--- config.mk ---
export PLATFORM = sky130hd
export DESIGN_NAME = pooling_layer_max_unit
export DESIGN_NICKNAME = d
export VERILOG_FILES = /design/src/rtl/pooling_layer_max_unit.sv
export SDC_FILE = /design/constraint.sdc
export NUM_CORES = 1
export LEC_CHECK = 0
export ABC_CLOCK_PERIOD_IN_PS = 7460
export CAP_MARGIN = 20
export CORE_UTILIZATION = 41
export DETAILED_ROUTE_END_ITERATION = 10
export RECOVER_POWER = 25
export SLEW_MARGIN = 20
export SYNTH_ARGS = -nofsm -noshare
export SYNTH_HDL_FRONTEND = slang
export SYNTH_SLANG_ARGS = --single-unit
export TNS_END_PERCENT = 1
--- constraint.sdc ---
create_clock -name clk -period 7.46 [get_ports clk]
set_clock_uncertainty 0.05 [all_clocks]
set_input_delay 0.746 -clock clk [delete_from_list [all_inputs] [get_ports clk]]
set_output_delay 0.746 -clock clk [all_outputs]
set_load 0.02 [all_outputs]
--- src/rtl/pooling_layer_max_unit.sv ---
// Max-pooling reducer: folds each WINDOW consecutive valid IEEE-754 words into
// their maximum (bitwise ordering, NaN-aware) and emits one registered result.
module pooling_layer_max_unit #(
  parameter int DATA_WIDTH = 32,
  parameter int WINDOW     = 4,
  parameter int CNT_WIDTH  = 4
) (
  input  logic                  clk,
  input  logic                  rst_n,
  input  logic                  clear,
  input  logic                  data_valid,
  input  logic [DATA_WIDTH-1:0] data_in,
  output logic                  busy,
  output logic                  result_valid,
  output logic [DATA_WIDTH-1:0] result_out,
  output logic                  nan_seen
);

  typedef enum logic {IDLE, ACCUM} state_t;

  localparam logic [CNT_WIDTH-1:0] LAST = CNT_WIDTH'(WINDOW - 1);

  state_t                state;
  logic [CNT_WIDTH-1:0]  cnt;
  logic [DATA_WIDTH-1:0] max_q;
  logic                  nan_q;

  logic                  sample_nan;
  logic                  max_nan;
  logic                  sample_gt;
  logic                  take;
  logic [DATA_WIDTH-1:0] winner;

  assign sample_nan = (&data_in[30:23]) && (|data_in[22:0]);
  assign max_nan    = (&max_q[30:23]) && (|max_q[22:0]);

  // Sign-magnitude ordering on raw bits; +0 and -0 tie so the first one is kept.
  always_comb begin
    sample_gt = 1'b0;
    if (data_in[31] != max_q[31]) begin
      if ((data_in[30:0] != '0) || (max_q[30:0] != '0))
        sample_gt = !data_in[31];
    end else if (!data_in[31]) begin
      sample_gt = data_in[30:0] > max_q[30:0];
    end else begin
      sample_gt = data_in[30:0] < max_q[30:0];
    end
  end

  always_comb begin
    take   = max_nan ? !sample_nan : (!sample_nan && sample_gt);
    winner = take ? data_in : max_q;
  end

  assign busy = (state == ACCUM);

  always_ff @(posedge clk or negedge rst_n) begin
    if (!rst_n) begin
      state        <= IDLE;
      cnt          <= '0;
      max_q        <= '0;
      nan_q        <= 1'b0;
      result_valid <= 1'b0;
      result_out   <= '0;
      nan_seen     <= 1'b0;
    end else begin
      result_valid <= 1'b0;
      // clear restarts the window; a coincident sample opens the new one.
      if (clear || state == IDLE) begin
        if (data_valid) begin
          max_q <= data_in;
          nan_q <= sample_nan;
          cnt   <= CNT_WIDTH'(1);
          state <= ACCUM;
        end else begin
          cnt   <= '0;
          nan_q <= 1'b0;
          state <= IDLE;
        end
      end else if (data_valid) begin
        if (cnt == LAST) begin
          result_out   <= winner;
          nan_seen     <= nan_q | sample_nan;
          result_valid <= 1'b1;
          max_q        <= winner;
          cnt          <= '0;
          nan_q        <= 1'b0;
          state        <= IDLE;
        end else begin
          max_q <= winner;
          nan_q <= nan_q | sample_nan;
          cnt   <= cnt + CNT_WIDTH'(1);
        end
      end
    end
  end

endmodule

Word-level counts from Yosys, hierarchy flattened
Cells that the tools add are included.
{"block": "classes", "mux": 23, "add_sub_neg": 1, "magnitude_cmp": 2, "n_div": 0, "bitwise_logic": 3, "shift": 0, "eq_ne": 2, "n_reduce_logical": 17, "n_mul": 0}
{"cell": "$mux 32", "n": 4}
{"cell": "$reduce_bool 31->1", "n": 2}
{"cell": "$reduce_or 23->1", "n": 2}
{"cell": "$gt 31x31->1", "n": 1}
{"cell": "$lt 31x31->1", "n": 1}
{"cell": "$mux 1", "n": 16}
{"cell": "$reduce_and 8->1", "n": 2}
{"cell": "$mux 4", "n": 3}
{"cell": "$add 4x1->4 const B", "n": 1}
{"cell": "$eq 4x2->1 const B", "n": 1}
{"cell": "$reduce_bool 2->1", "n": 2}
{"cell": "$logic_and 1x1->1", "n": 3}
{"cell": "$reduce_and 3->1", "n": 1}
{"cell": "$logic_not 1->1", "n": 2}
{"cell": "$logic_or 1x1->1", "n": 2}
{"cell": "$not 1->1", "n": 2}
{"cell": "$reduce_and 2->1", "n": 1}
{"cell": "$ne 1x1->1", "n": 1}
{"cell": "$or 1x1->1", "n": 1}
{"block": "totals", "romBits": 0, "out_inout_bits": 35, "ramBits": 0, "reg_bits": 72, "latch_bits": 0, "word_cells": 55, "n_memories": 0, "input_bits": 36}

Longest topological paths before layout
{"block": "logic_depth", "word_depth": 9, "ltp_mapped": 11, "mapped_depth_nobuf": 9}

Least setup slack after synthesis
OpenSTA, ideal clock, no wires.
{"block": "synth_path", "kind": "in2reg", "from": "input port data_in[4]", "to": "register max_q[10]", "arrival_time_ns": 2.652, "slack_ns": 4.629, "t_required_ns": 7.281, "cell_stages": 10, "cell_sequence": "ha_1 a211oi_1 nor2_1 o31a_1 o21a_1 o211a_1 buf_4 buf_1 o211ai_2 o211ai_2"}
{"block": "synth_between", "elab_chain_cells": 9, "word_cells_on_any_way": 15}
{"item": "start, declared", "line": "12", "text": "input logic [DATA_WIDTH-1:0] data_in,"}
{"item": "parallel branches: the longest is 5 deep, another holds $gt 31x31->1"}
{"item": "$mux 1 *", "line": "51", "text": "take = max_nan ? !sample_nan : (!sample_nan && sample_gt);"}
{"item": "$mux 32 *", "line": "52", "text": "winner = take ? data_in : max_q;"}
{"item": "$mux 32 *", "line": "80", "text": "end else if (data_valid) begin"}
{"item": "$mux 32 *", "line": "69", "text": "if (clear || state == IDLE) begin"}
{"item": "end signal, assigned", "line": "71", "text": "max_q <= data_in;"}
{"item": "end signal, assigned", "line": "85", "text": "max_q <= winner;"}
{"item": "end signal, assigned", "line": "90", "text": "max_q <= winner;"}
{"item": "end, declared", "line": "25", "text": "logic [DATA_WIDTH-1:0] max_q;"}
Mark *: on every way between the ends. The select of a mux whose other input is x is not followed.
A chain may end at the register's enable or synchronous reset.

==> results.sh <==
export IMPL_outcome="finished with violations"
export IMPL_violations="max-capacitance violations, max-slew violations"
export IMPL_power_density_nw_per_um2=277.9
export IMPL_busiest_layer="met2"
export IMPL_postSynthCellCount=552
export IMPL_rsz0062_at_grt="false"
export IMPL_ant_nets=0
export IMPL_vias=4437
export IMPL_hold_path_class="flop to flop"
export IMPL_crit_path_top_delay_cell="clkbuf_1"
export IMPL_grt_ovfl_total=0
export IMPL_layout_common_cells="dfrtp_1 (72), clkdlybuf4s50_1 (68), o211ai_2 (64)"
export IMPL_design_die_area_um2=12830
export IMPL_synth_top_area_cell="dfrtp_1"
export IMPL_worst_path_buf_inv=2
export IMPL_cts_tree="built"
export IMPL_fin_total_pwr_mw=1.704
export IMPL_worst_pin_slew_ns=4.066
export IMPL_worstHoldPathCells=2
export IMPL_r2r_end="result_out[14]"
export IMPL_hold_viol_final=0
export IMPL_r2r_cells=10
export IMPL_finalMaxSlewViolations=73
export IMPL_area_delta_synth_final_pct=20.80
export IMPL_die_x_um=113.3
export IMPL_period_share_pct=57.10
export IMPL_max_slew_margin_rel_pct=-171.0
export IMPL_setup_viol=0
export IMPL_vdd_drop_max_v=0.0001199
export IMPL_hold_end="nan_seen"
export IMPL_rrSetupSlack_ns=3.95
export IMPL_first_pass_iters=5
export IMPL_clk_pin_slew_ns=0.06
export IMPL_ctsResizeCount=0
export IMPL_ys_ff_latch=72
export IMPL_row_count=40
export IMPL_routedWlPerCell_um=17.42
export IMPL_fin_crit_ns=4.260
export IMPL_grt_pass1_wl_um=22170
export IMPL_hold_slack_ns=0.4172
export IMPL_synth_edf_count=0
export IMPL_tns_ns=0
export IMPL_core_um2=12060
export IMPL_use_met1_pct=29.57
export IMPL_netlist_area_leader_share_pct=35.49
export IMPL_grtUsageMet3_pct=2.410
export IMPL_clock_path_buffers=2
export IMPL_portBuffers=70
export IMPL_grtUsageMet2_pct=36.28
export IMPL_numCtsBuffers=9
export IMPL_antenna_found_initial=0
export IMPL_crit_fanout=72
export IMPL_slowest_delay_ns=2.85
export IMPL_initial_core_util_pct=42.09
export IMPL_hp_start="nan_seen"
export IMPL_cts_root_buf="clkbuf_16"
export IMPL_layout_nets=667
export IMPL_critPathRequiredTime_ns=6.91
export IMPL_yosysSeqAreaShare_pct=35.49
export IMPL_cts_setup_buffers=0
export IMPL_path_cells="buf_2 -> clkbuf_1"
export IMPL_cp_start_kind="input port"
export IMPL_drc=0
export IMPL_dpl_cell_count=755
export IMPL_drt_total_wl_um=13450
export IMPL_grt_pass1_vias=4244
export IMPL_diodes=0
export IMPL_crit_family="buffers and inverters"
export IMPL_die_height_um=113.3
export IMPL_synth_simple_area_share_pct=20.66
export IMPL_synthAdderAreaFrac_pct=7.888
export IMPL_synthesis_nets=620
export IMPL_synthTopCellsByArea="dfrtp_1 (35%), o211ai_2 (16%), ha_1 (7.9%)"
export IMPL_power_leakage_nw=2.618
export IMPL_vias_per_cell=5.747
export IMPL_instances_no_fill=772
export IMPL_cts_sinks=72
export IMPL_synthMuxAreaShare_pct=0.1972
export IMPL_avgSynthCellArea_um2=9.196
export IMPL_crit_arrival_ns=3.71
export IMPL_drive_gt1_share_pct=17.05
export IMPL_fmax_ghz=0.2347
export IMPL_final_common_cell="dfrtp_1"
export IMPL_netlist_area_um2=5076
export IMPL_yosys_warnings=0
export IMPL_grtUsageTotal_pct=21.86
export IMPL_dr_first_iter_drc_count=289
export IMPL_stdcell_area_um2=6132
export IMPL_end_kind="async pin"
export IMPL_ys_async_sr_fraction_pct=100.0
export IMPL_cts_hold_buf=0
export IMPL_grt_max_degree=75
export IMPL_pin_count=71
export IMPL_dp_hpwl_um=8876
export IMPL_clk_latency_ns=0.33
export IMPL_routabilityCongestion=0.8438
export IMPL_synthFlopType="dfrtp_1"
export IMPL_path_class="input port to async pin"
export IMPL_synth_top_family_by_area="compound AO/OA/AOI/OAI gates"
export IMPL_synth_cell_types=48
export IMPL_placed_area_um2=5782
export IMPL_synth_compound_area_share_pct=27.95
export IMPL_reg2reg_from="max_q[29]"
export IMPL_synth_xor_area_share_pct=0.1725
export IMPL_drv_cap=1
export IMPL_htree_levels=3
## where the power goes
group,total (mW),leakage [nW],switching [mW],internal (mW)
clock network,0.481,0.165,0.171,0.311
registers,0.577,0.905,0.0954,0.482
logic,0.646,1.55,0.376,0.270
## cells in the mapped netlist (all sizes together), types with 2 or more instances
| master | number |
|---|---|
| nor2 | 42 |
| dfrtp | 72 |
| a21oi | 15 |
| clkbuf | 18 |
| nand3 | 36 |
| or4 | 2 |
| inv | 35 |
| o21ai | 39 |
| nand4 | 14 |
| nand4b | 2 |
| ha | 32 |
| nand2b | 33 |
| a211oi | 3 |
| nand2 | 52 |
| a31oi | 30 |
| buf | 24 |
| o211ai | 66 |
| o21a | 2 |
| nor3 | 4 |
| nor3b | 2 |
| nor4 | 13 |
| a21o | 2 |
## metal layers
layer  up-vias  share of wire [%]
li1       2115                  -
met1      2187                 47
met5         -                  0
met4         0                1.3
met3        15                3.5
met2       120                 48
## cell families after synthesis
group	after synthesis
buffers and inverters	77
DFF	72
and+or+nand+nor	205
adders and majority gates	32
AOI/OAI and AO/OA	164
xor gates and xnor gates	1
muxes	1
## how the worst max path moves through the flow
stage                     start        endpoint  slack, ns  depth (start not counted)
floorplan            data_in[4]       max_q[10]       4.63                         10
global placement    data_in[29]   result_out[6]       3.22                         10
detailed placement  data_in[29]  result_out[18]       3.18                         10
CTS                 data_in[29]  result_out[20]       3.50                         10
global route              rst_n   result_out[5]       2.35                          2
finish                    rst_n   result_out[5]       3.20                          2
## metrics by stage
step,util (%),worst slack (ns)
after floorplan,-,4.629
after global placement,47.94,3.222
after detailed placement,47.94,3.176
after CTS,50.68,3.499
after global routing,50.84,2.350
final,50.84,3.200
## sequential cells by signal, summed over array words and instances (netlist names)
name,count
max_q,32
result_out,32
cnt,4
busy,1
nan_q,1
nan_seen,1
result_valid,1
## area by class of cell
| type | count | area [um2] |
|---|---|---|
| Clock buffer | 11 | 252.7 |
| Clock inverter | 5 | 78.83 |
| Fill cell | 1162 | 5929 |
| Inverter | 35 | 131.4 |
| Multi-Input combinational cell | 403 | 2895 |
| Sequential cell | 72 | 1802 |
| Tap cell | 168 | 210.2 |
| Timing Repair Buffer | 78 | 762.0 |
Power figures use the tool's default switching activity.
